--- src/rtl/acq_sequencer.sv ---
// Code-phase acquisition controller: sweeps the C/A generator through every phase,
// correlates against the mixed baseband bit and keeps the strongest phase.
module acq_sequencer #(
  parameter int CHIP_DIV = 16,
  parameter int CODE_LEN = 1023,
  parameter int CNT_W    = 10,
  parameter int PH_W     = 10
) (
  input  logic             clk,
  input  logic             rst,
  input  logic             start,
  input  logic             abort,
  input  logic [3:0]       prn_t0,
  input  logic [3:0]       prn_t1,
  input  logic [CNT_W-1:0] threshold,
  input  logic             sig_in,
  input  logic             code_in,
  output logic             ca_en,
  output logic             ca_rst,
  output logic [3:0]       ca_t0,
  output logic [3:0]       ca_t1,
  output logic             busy,
  output logic             done,
  output logic             found,
  output logic             cfg_err,
  output logic [PH_W-1:0]  best_phase,
  output logic [CNT_W-1:0] best_count
);

  localparam int DIV_W = (CHIP_DIV > 2) ? $clog2(CHIP_DIV) : 1;
  localparam logic [DIV_W-1:0] DIV_LAST  = DIV_W'(CHIP_DIV - 1);
  localparam logic [CNT_W-1:0] CHIP_LAST = CNT_W'(CODE_LEN - 1);
  localparam logic [PH_W-1:0]  PH_LAST   = PH_W'(CODE_LEN - 1);
  localparam logic [CNT_W-1:0] LEN_C     = CNT_W'(CODE_LEN);
  localparam logic [CNT_W-1:0] HALF_C    = CNT_W'((CODE_LEN + 1) / 2);

  typedef enum logic [2:0] {S_IDLE, S_LOAD, S_RUN, S_EVAL, S_SLIP, S_DONE} state_t;

  state_t           state, state_d;
  logic [DIV_W-1:0] div;
  logic [CNT_W-1:0] chip_cnt;
  logic [PH_W-1:0]  phase;
  logic [CNT_W-1:0] acc;
  logic [CNT_W-1:0] thr_q;
  logic             chip_stb;
  logic             cfg_valid;
  logic             start_ok;
  logic             start_bad;
  logic             agree;
  logic [CNT_W-1:0] metric;
  logic [CNT_W-1:0] best_next;
  logic             better;

  function automatic logic tap_ok(input logic [3:0] t);
    return (t != 4'd0) && (t <= 4'd10);
  endfunction

  // A full inversion (data bit flipped) correlates as strongly as a match.
  function automatic logic [CNT_W-1:0] fold_metric(input logic [CNT_W-1:0] a);
    return (a >= HALF_C) ? a : (LEN_C - a);
  endfunction

  assign cfg_valid = tap_ok(prn_t0) && tap_ok(prn_t1) && (prn_t0 != prn_t1);
  assign chip_stb  = ((state == S_RUN) || (state == S_SLIP)) && (div == DIV_LAST);
  assign agree     = ~(sig_in ^ code_in);
  assign metric    = fold_metric(acc);
  assign better    = (metric > best_count);
  assign best_next = better ? metric : best_count;

  always_ff @(posedge clk or negedge rst) begin
    if (!rst) state <= S_IDLE;
    else      state <= state_d;
  end

  always_comb begin
    state_d   = state;
    start_ok  = 1'b0;
    start_bad = 1'b0;
    busy      = (state != S_IDLE);
    done      = (state == S_DONE);
    ca_rst    = (state == S_LOAD);
    ca_en     = (state == S_RUN) && chip_stb && !abort;
    unique case (state)
      S_IDLE: begin
        if (start) begin
          if (cfg_valid) begin
            start_ok = 1'b1;
            state_d  = S_LOAD;
          end else begin
            start_bad = 1'b1;
          end
        end
      end
      S_LOAD: state_d = S_RUN;
      S_RUN:  if (chip_stb && (chip_cnt == CHIP_LAST)) state_d = S_EVAL;
      S_EVAL: state_d = (phase == PH_LAST) ? S_DONE : S_SLIP;
      S_SLIP: if (chip_stb) state_d = S_RUN;
      S_DONE: state_d = S_IDLE;
      default: state_d = S_IDLE;
    endcase
    if (abort) begin
      state_d   = S_IDLE;
      start_ok  = 1'b0;
      start_bad = 1'b0;
    end
  end

  always_ff @(posedge clk or negedge rst) begin
    if (!rst) begin
      div        <= '0;
      chip_cnt   <= '0;
      phase      <= '0;
      acc        <= '0;
      thr_q      <= '0;
      ca_t0      <= '0;
      ca_t1      <= '0;
      best_phase <= '0;
      best_count <= '0;
      found      <= 1'b0;
      cfg_err    <= 1'b0;
    end else if (abort) begin
      div      <= '0;
      chip_cnt <= '0;
      phase    <= '0;
      acc      <= '0;
      found    <= 1'b0;
      cfg_err  <= 1'b0;
    end else begin
      cfg_err <= start_bad;
      unique case (state)
        S_IDLE: begin
          if (start_ok) begin
            ca_t0      <= prn_t0;
            ca_t1      <= prn_t1;
            thr_q      <= threshold;
            best_phase <= '0;
            best_count <= '0;
            found      <= 1'b0;
          end
        end
        S_LOAD: begin
          div      <= '0;
          chip_cnt <= '0;
          phase    <= '0;
          acc      <= '0;
        end
        // Sample on the strobe cycle, before cagen advances on the same edge.
        S_RUN: begin
          div <= chip_stb ? '0 : div + DIV_W'(1);
          if (chip_stb) begin
            acc      <= acc + CNT_W'(agree);
            chip_cnt <= chip_cnt + CNT_W'(1);
          end
        end
        S_EVAL: begin
          div <= '0;
          if (better) begin
            best_count <= metric;
            best_phase <= phase;
          end
          if (phase == PH_LAST) begin
            found <= (best_next >= thr_q);
          end else begin
            phase    <= phase + PH_W'(1);
            acc      <= '0;
            chip_cnt <= '0;
          end
        end
        S_SLIP: div <= chip_stb ? '0 : div + DIV_W'(1);
        default: ;
      endcase
    end
  end

endmodule

--- config.mk ---
export PLATFORM = sky130hd
export DESIGN_NAME = acq_sequencer
export DESIGN_NICKNAME = d
export VERILOG_FILES = /design/src/rtl/acq_sequencer.sv
export SDC_FILE = /design/constraint.sdc
export NUM_CORES = 1
export LEC_CHECK = 0
export ABC_CLOCK_PERIOD_IN_PS = 4200
export BUFFER_PORTS_ARGS = -buffer_cell sky130_fd_sc_hd__clkbuf_2
export CAP_MARGIN = 25
export CORE_UTILIZATION = 59
export DETAILED_ROUTE_END_ITERATION = 16
export PLACE_DENSITY = 0.81
export SETUP_SLACK_MARGIN = 0.5
export SYNTH_ARGS = -nofsm -noshare
export SYNTH_HDL_FRONTEND = slang
export SYNTH_SLANG_ARGS = --single-unit
--- constraint.sdc ---
create_clock -name clk -period 4.2 [get_ports clk]
set_clock_uncertainty 0.2 [all_clocks]
set_input_delay 0.21 -clock clk [delete_from_list [all_inputs] [get_ports clk]]
set_output_delay 0.21 -clock clk [all_outputs]
set_load 0.02 [all_outputs]
==> results.json <==
{
  "status": "finished clean",
  "htreeDepth": 3,
  "power_frac_clock_pct": 23.0,
  "final_common_cell": "dfrtp_1",
  "drive_gt1_share_pct": 25.0,
  "ys_async_sr_fraction_pct": 100,
  "synthesis.instances": 512,
  "p_int_w": 0.00172,
  "cts_sinks": 77,
  "hold_viol_final": 0,
  "yosysTopAreaCell": "dfrtp_1",
  "final-instance-count-excl-fill": 701,
  "grt_first_pass_wirelength_um": 21100,
  "synth_area_per_cell_sq_um": 9.39,
  "top_level_ports": 58,
  "p_per_area_nw_per_um2": 468,
  "multiInputGateArea_sq_um": 2900,
  "antenna_found_initial": 0,
  "max_clock_freq_mhz": 266,
  "synth-edff-count": 0,
  "setup_viol": 0,
  "groute.usage.overall_pct": 31.4,
  "drc": 0,
  "worst_pin_slew_ns": 1.03,
  "rrSetupSlack_ns": 0.44,
  "crit_path_end": "found",
  "end_kind": "flop",
  "cts_root_buf": "clkbuf_8",
  "wl_per_cell_um": 19.3,
  "synthToLayoutAreaGrowth_pct": 25.2,
  "crit_required_ns": 4.26,
  "fillers": 524,
  "clk_pin_slew_worst_paths_ns": 0.10,
  "synth-main-ff-cell": "dfrtp_1",
  "avgViaCountPerCell": 6.51,
  "slew_headroom_pct": 31.3,
  "die_x_um": 92.3,
  "pwr-share-comb_pct": 42.2,
  "clk_latency_ns": 0.36,
  "vias": 4566,
  "drt-pass1-iter-count": 5,
  "hp-class": "primary input to asynchronous set/reset pin",
  "drtIter0Drc": 422,
  "ys_seq_elements": 77,
  "setup.worst_path.start": "acc[9]",
  "critPathKind": "flop to flop",
  "period_share_pct": 89.5,
  "ir_drop_mv": 0.403,
  "arrival_ns": 3.83,
  "hpwl_um": 8020,
  "fp.coreArea_sq_um": 7810,
  "cts.path.max_buffers": 2,
  "grt_max_degree": 78,
  "synth_cell_types": 55,
  "cp_max_fo": 6,
  "synth_top_cell_area_share_pct": 40.1,
  "gr-total-overflow": 0,
  "maxSlewViolCount": 0,
  "diodes": 0,
  "synth_area_leaders": "dfrtp_1 40%, ha_1 7.0%, nand3_1 5.9%",
  "switching_share_pct": 38.9,
  "period_minus_slack_ns": 3.76,
  "worstReg2RegStart": "acc[9]",
  "yosysSeqAreaShare_pct": 40.1,
  "placementRows": 32,
  "p_switching_w": 0.00110,
  "die_area_sq_um": 8510,
  "place.gp.congestion": 0.912,
  "worstRegToRegCells": 15,
  "p_leak_nw": 2.63,
  "postRouteAntennaNets": 0,
  "dp_cells": 649,
  "wirelength_um": 13500,
  "start_kind": "flop",
  "fin_setup_tns_ns": 0,
  "maxCapViolations": 0,
  "final_cell_mix": "76 x dfrtp_1, 57 x nand3_1, 56 x clkbuf_2",
  "seqPwrFrac_pct": 34.8,
  "yosysWarnings": 0,
  "die_y_um": 92.3,
  "cts_made_buffers": 9,
  "finalNetCount": 645,
  "synthesis.area_sq_um": 4810,
  "rsz0062_at_grt": "no",
  "synth_nets": 563,
  "cts_tree": "yes",
  "grt_pass1_vias": 4350,
  "port_buffers": 57,
  "r2r-end": "found",
  "seqCellArea_sq_um": 1930,
  "initial_utilization_pct": 61.6
}
[synthesized netlist by cell type, types with 4 or more instances]
| master | count |
|---|---|
| a21o_1 | 6 |
| a21oi_1 | 19 |
| a31oi_1 | 4 |
| and2_1 | 7 |
| and3_1 | 5 |
| clkbuf_1 | 23 |
| dfrtp_1 | 77 |
| ha_1 | 27 |
| inv_1 | 34 |
| mux2_2 | 24 |
| nand2_1 | 26 |
| nand2b_1 | 4 |
| nand3_1 | 57 |
| nand4_1 | 5 |
| nor2_1 | 22 |
| nor3_1 | 5 |
| nor4_1 | 10 |
| o2111ai_1 | 16 |
| o211ai_1 | 29 |
| o21a_1 | 4 |
| o21ai_0 | 22 |
| o31ai_1 | 4 |
| or3_1 | 10 |
| or4_1 | 4 |
| xnor2_1 | 20 |
[registers in the layout (all words and copies together) (netlist names), 3 cells and up]
| name | count |
|---|---|
| chip_cnt | 10 |
| state | 3 |
| thr_q | 10 |
| div | 4 |
| acc | 10 |
| best_count | 10 |
| ca_t1 | 4 |
| ca_t0 | 4 |
| best_phase | 10 |
| phase | 10 |
[per-stage QoR]
step | hold slack (ns) | utilization (%) | worst slack [ns] | total power (W) | area (sq um)
after CTS | 0.132 | 72.8 | 0.524 | 0.00256 | 5680
after floorplan | -0.286 | - | 0.515 | 0.00160 | 4810
after global routing | 0.146 | 77.1 | 0.329 | 0.00294 | 6020
after global placement | 0.215 | 66.1 | 0.329 | 0.00184 | 5160
final | 0.0919 | 77.1 | 0.439 | 0.00281 | 6020
after detailed placement | 0.230 | 66.1 | 0.174 | 0.00188 | 5160
[critical path: stages, from the launching register on]
cell and delay [ns]:
dfrtp_2 0.44, buf_4 0.19, xnor2_4 0.23, ha_4 0.25
a21oi_1 0.26, o211ai_1 0.18, o211a_1 0.19, o21ai_4 0.25
buf_6 0.15, mux2i_1 0.26, ha_1 0.28, nand2b_4 0.14
a21o_1 0.16, a21oi_2 0.18, o211ai_1 0.11, a21o_1 0.21
[worst min-delay path by stage]
stage	startpoint	endpoint	depth (start not counted)
after detailed placement	rst	best_count[9]	1
after global routing	rst	best_count[9]	2
after global placement	rst	thr_q[1]	1
final	rst	thr_q[1]	2
after floorplan	rst	acc[0]	0
after CTS	sig_in	acc[0]	4
[layer usage]
layer  share of wire (%)  vias to the layer above  track usage (%)  wire, um
met1                  40                     2226             42.3      5480
met2                  50                      229             51.7      6790
met3                 6.3                       41             5.72       853
met4                 3.1                        0             9.51       417
met5                   0                        -                0         0
li1                    -                     2070                -         -
[power by group through the flow]
stage,Clock (W),Sequential [W],Combinational (W)
floorplan,0,0.00104,0.000558
CTS,0.000645,0.000972,0.000947
finish,0.000649,0.000979,0.00119
detailed placement,0,0.000987,0.000895
global placement,0,0.000979,0.000864
global route,0.000671,0.000995,0.00128
[area by class of cell]
type	count	area share (%)
Multi-Input combinational cell	372	48.2
Sequential cell	77	32.0
Timing Repair Buffer	100	11.8
Inverter	34	2.12
Tap cell	102	2.12
Clock buffer	9	2.06
Clock inverter	7	1.62
[cell families after synthesis]
kind of cell    count (synthesis)  synth area share (%)
compound gates                126                  18.7
buf+inv                        63                  5.08
other cells                     1                0.0780
simple gates                  168                  18.6
xor+xnor                       23                  4.19
mux                            27                  6.25
flops                          77                  40.1
fa+ha+maj                      27                  7.03
[repair_timing]
action / 4_1_cts / 5_1_grt
hold buffers: 21 / 0
gates cloned: 0 / 1
endpoints found under the hold margin: 98 / 0
resized for setup: 7 / 38
buffers inserted: 6 / 6
setup endpoints to repair: 1 / 1
pin swaps: 1 / 19
Power figures use the tool's default switching activity.
